File: src/rtl/wresp_chan_slv_pkg.sv
// -----------------------------------------------------------------------------
// wresp_chan_slv_pkg
//   Shared definitions for the write-response channel blocks.
//   - WRESP_ID_W : default transaction ID width, shared with the master-side
//                  response manager so both ends agree on bid width.
//   - WRESP_SIDLE / WRESP_SRESP : response FSM state encodings.
//   Optional feature macro used by the top: WRESP_TMO_EN.
// -----------------------------------------------------------------------------
package wresp_chan_slv_pkg;

    localparam int WRESP_ID_W = 4;

    typedef logic [0:0] wresp_state_t;

    localparam logic [0:0] WRESP_SIDLE = 1'b0;  // no response presented
    localparam logic [0:0] WRESP_SRESP = 1'b1;  // bvalid asserted

endpackage : wresp_chan_slv_pkg

File: src/rtl/wresp_chan_slv_if.sv
// -----------------------------------------------------------------------------
// wresp_chan_slv_if
//   Bundles the write-completion input group and the B channel.
//   Ports of the modports:
//     slave  (responder)  : in  wd_done, wd_id, wd_ok, bready
//                           out bvalid, bid, bcomp
//     master (environment): the mirror image.
//   Handshake: a response transfers on a rising clk edge where bvalid and
//   bready are both 1. Once bvalid is 1 it stays 1, with bid/bcomp stable,
//   until that transfer happens; bready may toggle freely and does not
//   depend on bvalid.
// -----------------------------------------------------------------------------
interface wresp_chan_slv_if
    import wresp_chan_slv_pkg::*;
#(
    parameter int ID_W = WRESP_ID_W
);
    logic            wd_done;
    logic [ID_W-1:0] wd_id;
    logic            wd_ok;
    logic            bvalid;
    logic            bready;
    logic [ID_W-1:0] bid;
    logic            bcomp;

    modport slave (
        input  wd_done, wd_id, wd_ok, bready,
        output bvalid, bid, bcomp
    );

    modport master (
        output wd_done, wd_id, wd_ok, bready,
        input  bvalid, bid, bcomp
    );
endinterface : wresp_chan_slv_if

File: src/rtl/wresp_chan_slv_fifo.sv
// -----------------------------------------------------------------------------
// wresp_fifo
//   Generic synchronous FIFO, DEPTH entries of W bits, async active-high reset.
//   Ports:
//     clk, rst        clock / asynchronous reset
//     push, push_data write request (ignored while full)
//     pop             read request (ignored while empty)
//     head_data       entry at the read pointer (show-ahead)
//     full, empty     derived from the registered entry count
//     count           registered entry count, 0..DEPTH
//   DEPTH must be a power of two so the pointers wrap naturally.
// -----------------------------------------------------------------------------
module wresp_fifo #(
    parameter  int DEPTH = 4,
    parameter  int W     = 5,
    localparam int PW    = $clog2(DEPTH),
    localparam int CW    = $clog2(DEPTH + 1)
) (
    input  logic          clk,
    input  logic          rst,
    input  logic          push,
    input  logic [W-1:0]  push_data,
    input  logic          pop,
    output logic [W-1:0]  head_data,
    output logic          full,
    output logic          empty,
    output logic [CW-1:0] count
);

    localparam logic [CW-1:0] FULL_CNT = CW'(DEPTH);

    logic [W-1:0]  mem_q [DEPTH];
    logic [PW-1:0] wr_ptr_q, wr_ptr_d;
    logic [PW-1:0] rd_ptr_q, rd_ptr_d;
    logic [CW-1:0] count_q, count_d;
    logic          push_ok;
    logic          pop_ok;

    assign full      = (count_q == FULL_CNT);
    assign empty     = (count_q == '0);
    assign count     = count_q;
    assign head_data = mem_q[rd_ptr_q];

    // Full is judged on the registered count, so a push while full is
    // dropped even if a pop frees a slot in the same cycle.
    assign push_ok = push && !full;
    assign pop_ok  = pop && !empty;

    always_comb begin
        wr_ptr_d = wr_ptr_q;
        rd_ptr_d = rd_ptr_q;
        count_d  = count_q;
        if (push_ok) begin
            wr_ptr_d = wr_ptr_q + PW'(1);
        end
        if (pop_ok) begin
            rd_ptr_d = rd_ptr_q + PW'(1);
        end
        case ({push_ok, pop_ok})
            2'b10:   count_d = count_q + CW'(1);
            2'b01:   count_d = count_q - CW'(1);
            default: count_d = count_q;
        endcase
    end

    always_ff @(posedge clk or posedge rst) begin
        if (rst) begin
            wr_ptr_q <= '0;
            rd_ptr_q <= '0;
            count_q  <= '0;
        end else begin
            wr_ptr_q <= wr_ptr_d;
            rd_ptr_q <= rd_ptr_d;
            count_q  <= count_d;
        end
    end

    // Storage needs no reset: only entries between the pointers are read.
    always_ff @(posedge clk) begin
        if (push_ok) begin
            mem_q[wr_ptr_q] <= push_data;
        end
    end

endmodule : wresp_fifo

File: src/rtl/wresp_chan_slv.sv
// -----------------------------------------------------------------------------
// wresp_chan_slv
//   Responder end of the write response (B) channel. Queues {id, ok}
//   completion events from the local write data path and presents them,
//   in completion order, as bvalid/bid/bcomp, one per bready handshake.
//   Ports:
//     clk, rst     clock, asynchronous active-high reset
//     bus          wresp_chan_slv_if.slave: wd_done/wd_id/wd_ok in,
//                  bvalid/bid/bcomp out, bready in
//     wresp_full   pending FIFO full; upstream must hold off wd_done
//     pend_cnt     entries in the FIFO (output register not counted)
//     wresp_ovf    sticky: wd_done arrived while full (event dropped)
//     wresp_tmo    sticky bvalid-stall timeout, 0 unless WRESP_TMO_EN
//     state_dbg    current response FSM state
//   Optional feature macro: WRESP_TMO_EN (stall timeout counter).
//   Capacity is DEPTH+1 responses: DEPTH in the FIFO plus the output register.
// -----------------------------------------------------------------------------
module wresp_chan_slv
    import wresp_chan_slv_pkg::*;
#(
    parameter  int ID_W    = WRESP_ID_W,
    parameter  int DEPTH   = 4,
    parameter  int TMO_CYC = 255,
    localparam int CW      = $clog2(DEPTH + 1)
) (
    input  logic                 clk,
    input  logic                 rst,
    wresp_chan_slv_if.slave      bus,
    output logic                 wresp_full,
    output logic [CW-1:0]        pend_cnt,
    output logic                 wresp_ovf,
    output logic                 wresp_tmo,
    output wresp_state_t         state_dbg
);

    logic [0:0]      state_q, state_d;
    logic            bvalid_q, bvalid_d;
    logic [ID_W-1:0] bid_q, bid_d;
    logic            bcomp_q, bcomp_d;
    logic            ovf_q, ovf_d;

    logic            fifo_pop;
    logic [ID_W:0]   fifo_head;
    logic            fifo_full;
    logic            fifo_empty;
    logic [CW-1:0]   fifo_count;

    wresp_fifo #(
        .DEPTH (DEPTH),
        .W     (ID_W + 1)
    ) u_fifo (
        .clk       (clk),
        .rst       (rst),
        .push      (bus.wd_done),
        .push_data ({bus.wd_id, bus.wd_ok}),
        .pop       (fifo_pop),
        .head_data (fifo_head),
        .full      (fifo_full),
        .empty     (fifo_empty),
        .count     (fifo_count)
    );

    // Response FSM. The output register is refilled straight from the FIFO
    // head on the handshake edge, so a non-empty FIFO drains with no bubble.
    always_comb begin
        state_d  = state_q;
        bvalid_d = bvalid_q;
        bid_d    = bid_q;
        bcomp_d  = bcomp_q;
        fifo_pop = 1'b0;
        case (state_q)
            WRESP_SIDLE: begin
                if (!fifo_empty) begin
                    {bid_d, bcomp_d} = fifo_head;
                    fifo_pop         = 1'b1;
                    bvalid_d         = 1'b1;
                    state_d          = WRESP_SRESP;
                end
            end
            WRESP_SRESP: begin
                if (bus.bready) begin
                    if (!fifo_empty) begin
                        {bid_d, bcomp_d} = fifo_head;
                        fifo_pop         = 1'b1;
                    end else begin
                        // bid/bcomp keep their last value; only bvalid drops.
                        bvalid_d = 1'b0;
                        state_d  = WRESP_SIDLE;
                    end
                end
            end
            default: begin
                bvalid_d = 1'b0;
                state_d  = WRESP_SIDLE;
            end
        endcase
    end

    assign ovf_d = ovf_q | (bus.wd_done & fifo_full);

    always_ff @(posedge clk or posedge rst) begin
        if (rst) begin
            state_q  <= WRESP_SIDLE;
            bvalid_q <= 1'b0;
            bid_q    <= '0;
            bcomp_q  <= 1'b0;
            ovf_q    <= 1'b0;
        end else begin
            state_q  <= state_d;
            bvalid_q <= bvalid_d;
            bid_q    <= bid_d;
            bcomp_q  <= bcomp_d;
            ovf_q    <= ovf_d;
        end
    end

`ifdef WRESP_TMO_EN
    localparam int            TW      = $clog2(TMO_CYC + 1);
    localparam logic [TW-1:0] TMO_MAX = TW'(TMO_CYC);

    logic [TW-1:0] tmo_cnt_q, tmo_cnt_d;
    logic          tmo_q, tmo_d;

    // Counts stalled cycles of the current response; any handshake or an
    // idle cycle restarts it. Saturates so it can never wrap back to 0.
    always_comb begin
        tmo_cnt_d = '0;
        if (bvalid_q && !bus.bready) begin
            tmo_cnt_d = (tmo_cnt_q == TMO_MAX) ? tmo_cnt_q : tmo_cnt_q + TW'(1);
        end
        tmo_d = tmo_q | (tmo_cnt_d == TMO_MAX);
    end

    always_ff @(posedge clk or posedge rst) begin
        if (rst) begin
            tmo_cnt_q <= '0;
            tmo_q     <= 1'b0;
        end else begin
            tmo_cnt_q <= tmo_cnt_d;
            tmo_q     <= tmo_d;
        end
    end

    assign wresp_tmo = tmo_q;
`else
    logic unused_tmo_cfg;
    assign unused_tmo_cfg = (TMO_CYC == 0);
    assign wresp_tmo      = 1'b0;
`endif

    assign bus.bvalid = bvalid_q;
    assign bus.bid    = bid_q;
    assign bus.bcomp  = bcomp_q;
    assign wresp_full = fifo_full;
    assign pend_cnt   = fifo_count;
    assign wresp_ovf  = ovf_q;
    assign state_dbg  = state_q;

endmodule : wresp_chan_slv

File: src/flat_wrapper.sv
// flat-port wrapper written by rule: the top's interface ports become plain ports
module wresp_chan_slv_flat import wresp_chan_slv_pkg::*;
#(
    parameter  int ID_W    = WRESP_ID_W,
    parameter  int DEPTH   = 4,
    parameter  int TMO_CYC = 255,
    localparam int CW      = $clog2(DEPTH + 1)
)
  (clk, rst, wresp_full, pend_cnt, wresp_ovf, wresp_tmo, state_dbg, bus_wd_done, bus_wd_id, bus_wd_ok, bus_bready, bus_bvalid, bus_bid, bus_bcomp);
  wresp_chan_slv_if #(.ID_W(ID_W)) bus_i ();
  input  logic clk;
  input  logic rst;
  output logic wresp_full;
  output logic [CW-1:0] pend_cnt;
  output logic wresp_ovf;
  output logic wresp_tmo;
  output wresp_state_t state_dbg;
  input wire logic [$bits(bus_i.wd_done)-1:0] bus_wd_done;
  input wire logic [$bits(bus_i.wd_id)-1:0] bus_wd_id;
  input wire logic [$bits(bus_i.wd_ok)-1:0] bus_wd_ok;
  input wire logic [$bits(bus_i.bready)-1:0] bus_bready;
  output wire logic [$bits(bus_i.bvalid)-1:0] bus_bvalid;
  output wire logic [$bits(bus_i.bid)-1:0] bus_bid;
  output wire logic [$bits(bus_i.bcomp)-1:0] bus_bcomp;
  assign bus_i.wd_done = bus_wd_done;
  assign bus_i.wd_id = bus_wd_id;
  assign bus_i.wd_ok = bus_wd_ok;
  assign bus_i.bready = bus_bready;
  assign bus_bvalid = bus_i.bvalid;
  assign bus_bid = bus_i.bid;
  assign bus_bcomp = bus_i.bcomp;
  wresp_chan_slv #(.ID_W(ID_W), .DEPTH(DEPTH), .TMO_CYC(TMO_CYC)) u_core (.clk(clk), .rst(rst), .bus(bus_i), .wresp_full(wresp_full), .pend_cnt(pend_cnt), .wresp_ovf(wresp_ovf), .wresp_tmo(wresp_tmo), .state_dbg(state_dbg));
endmodule
File: config.mk
export PLATFORM = sky130hd
export DESIGN_NAME = wresp_chan_slv_flat
export DESIGN_NICKNAME = d
export VERILOG_FILES = /design/src/rtl/wresp_chan_slv_pkg.sv /design/src/rtl/wresp_chan_slv_if.sv /design/src/rtl/wresp_chan_slv_fifo.sv /design/src/rtl/wresp_chan_slv.sv /design/src/flat_wrapper.sv
export SDC_FILE = /design/constraint.sdc
export NUM_CORES = 1
export LEC_CHECK = 0
export ABC_AREA = 0
export CAP_MARGIN = 20
export CORE_ASPECT_RATIO = 0.6
export CORE_MARGIN = 3
export CORE_UTILIZATION = 52
export DETAILED_ROUTE_END_ITERATION = 10
export PLACE_DENSITY = 0.77
export SLEW_MARGIN = 20
export SYNTH_ARGS = -nofsm -noshare
export SYNTH_HDL_FRONTEND = slang
export SYNTH_SLANG_ARGS = --single-unit
File: constraint.sdc
create_clock -name clk -period 2.6 [get_ports clk]
set_clock_uncertainty 0.15 [all_clocks]
set_input_delay 0.39 -clock clk [delete_from_list [all_inputs] [get_ports clk]]
set_output_delay 0.39 -clock clk [all_outputs]
set_load 0.005 [all_outputs]
==> results of run 1 <==
-- per-stage QoR --
stage	area (um^2)	util
after global routing	1800	0.690
after detailed placement	1710	0.655
after CTS	1800	0.690
after global placement	1710	0.655
after floorplan	1480	-
final	1800	0.690
-- routing by layer --
metal / vias to the layer above / wire length (um) / GRT usage
met5: - / 0 / 0
met4: 0 / 29 / 0.0532
met3: 4 / 118 / 0.0897
met2: 20 / 1010 / 0.242
met1: 378 / 1070 / 0.203
li1: 353 / - / -
-- path summary, 6_finish.rpt --
path                                   startpoint                     end  depth (start not counted)
max in group asynchronous                     rst       u_core.bus.bid[2]                          2
min reg2reg                      u_core.wresp_ovf        u_core.wresp_ovf                          1
min                                           rst  u_core.u_fifo.count[1]                          2
min in group clk                 u_core.wresp_ovf        u_core.wresp_ovf                          1
max                        u_core.u_fifo.count[0]  u_core.u_fifo.count[2]                          9
max reg2reg                u_core.u_fifo.count[0]  u_core.u_fifo.count[2]                          9
-- area by class of cell --
class,count,area (um^2),area share
well taps,32,40.0,0.0222
inverters,8,30.0,0.0167
repair buffers,22,215,0.120
multi-input cells,41,449,0.249
clock inverters,1,3.75,0.00208
clock buffers,7,86.3,0.0479
flip-flops and latches,35,976,0.542
-- sequential cells by signal, indices dropped and copies added, names as in the netlist --
register / flops
u_core.u_fifo.mem_q: 20
u_core.bus.bid: 4
u_core.u_fifo.count: 3
u_core.u_fifo.rd_ptr_q: 2
u_core.u_fifo.wr_ptr_q: 2
u_core.bus.bcomp: 1
u_core.bus.bvalid: 1
u_core.state_dbg: 1
u_core.wresp_ovf: 1
-- placed cells by master (no fill, tap or decap), drive strengths merged, types with 2 or more instances in the layout --
cell            n
edfxtp         20
nand2b          2
mux4            5
dfrtp          15
a21oi           2
ha              5
and2            5
clkdlybuf4s50  20
clkbuf          7
mux2            6
inv             8
buf             2
xor2            3
xnor2           3
-- where the power goes --
| part | leakage, nW | internal [mW] | switching (mW) |
|---|---|---|---|
| sequential | 0.354 | 0.780 | 0.137 |
| combinational | 0.322 | 0.476 | 0.270 |
| clock | 0.0459 | 0.212 | 0.180 |
-- cells by family (layout without fill, tap and decap cells) --
group	count (synthesis)	count (layout)
AO/OA/AOI/OAI	3	3
other	1	1
flip-flops	35	35
multiplexers	12	12
buffers and inverters	12	38
XOR/XNOR	6	6
AND/OR/NAND/NOR	13	13
adder cells (fa/ha/maj)	6	6
==> impl_metrics.ini, run 1 <==
[synth]
synthFlopType = edfxtp_1
synth_top_family_by_area = multiplexers
synth_top_area_share = 0.405
yosysTopAreaCell = edfxtp_1
synth_common_cells = 20 x edfxtp_1, 15 x dfrtp_1, 8 x inv_1
yosys.area_share.simple = 0.0565
synth.most_common_cell = edfxtp_1
synth_area_um2 = 1480
synth_xor_area_frac = 0.0354
synth.avg_cell_area_um2 = 16.8
async_flop_share = 0.429
synth-edff-count = 20
synthAdderAreaFrac = 0.0557
syn_inst = 88
ys_seq_area_frac = 0.658
yosysWarningCount = 0
yosys-top-cells-area = edfxtp_1 41%, dfrtp_1 25%, mux4_2 7.6%
ys_ff_latch = 35
synth_fp_nets = 103
ys_types = 27
synth-compound-area-share = 0.0118
synthMuxAreaShare = 0.141

[setup_path]
path_buf_inv = 2
critical_path.cell_chain = nor3b_1, nor2b_1, inv_1, ha_1, inv_1, fa_1, xor2_1, nor2_1, xor2_1
worstPathMaxFanout = 5
slowest_stage = dfrtp_1
path_delay_family = simple AND/OR/NAND/NOR gates
worst_setup_path_start_kind = flop
required_ps = 2660
cp-end-kind = flop
cpPeakStageDelay_ps = 430
worstSetupPathType = reg -> reg
arrival_ps = 2280
rrSetupSlack_ps = 380

[cells_and_area]
final_cell_count_no_fill = 146
fin_nets = 128
nFillCells = 172
area_growth_pct = 21.4
drive_gt1_frac = 0.184
antenna_cells = 0

[place]
place_congestion = 0.748
post-place-cells = 138
place_ws_ps = 178
hpwlAfterDp_um = 1630
port_buffers = 20

[clock_network]
post_cts.repair.setup_buffers = 0
cts_max_path_buffers = 2
cts_root_buffer = clkbuf_8
cts_tree = yes
path_clk_slew_ps = 70
cts_buffers = 5
clock_latency_ps = 280
htree_levels = 2
cts.repair.resized = 0
numClockSinks = 35
ctsHoldBuffers = 0

[timing]
finalHoldViolCount = 0
tightestPinTransition_ps = 593
period_minus_slack_ps = 2220
drv_slew = 0
period_share = 0.854
rsz0062_at_grt = no
relSlewSlack = 0.604
setup_viol = 0
setup_tns_ps = 0
fmax_ghz = 0.450
hold_slack_ps = 314
fin_ws_ps = 379

[floorplanning]
initial_core_util = 0.568
die_area_um2 = 3550
ioPinCount = 22
die_w_um = 74.9
rows = 14
die_h_um = 47.4
fp.coreArea_um2 = 2610

[global_route]
grt_pass1_wl_um = 3750
antenna_found_initial = 0
grt_use_total = 0.162
grt_pass1_vias = 769
grt_max_degree = 16
grt_overflow = 0

[pwr]
power_leakage_nw = 0.722
powerDensity_nw_per_um2 = 1140
p_total_mw = 2.06
peakVddDrop_v = 0.000687

[routing]
ant_nets = 0
vias = 755
routedWlPerCell_um = 15.2
initialDrtViolationCount = 42
drc_errors = 0
drt-total-wl_um = 2220
first_pass_iters = 4
via_per_inst = 5.17

[min_path]
hold_class = in -> async

[run]
cap_viol_max_count = 0

[run_status]
status = finished, final reports clean
No activity file was read; power rests on OpenSTA's default activity.
==> inputs of run 2 (changes only) <==
--- a/config.mk
+++ b/config.mk
@@ -6,6 +6,7 @@
 export NUM_CORES = 1
 export LEC_CHECK = 0
 export ABC_AREA = 0
+export ABC_CLOCK_PERIOD_IN_PS = 2600
 export CAP_MARGIN = 20
 export CORE_ASPECT_RATIO = 0.6
 export CORE_MARGIN = 3
==> results of run 2 <==
Same layout as run 1: the final DEF is identical, and so are final timing and power.
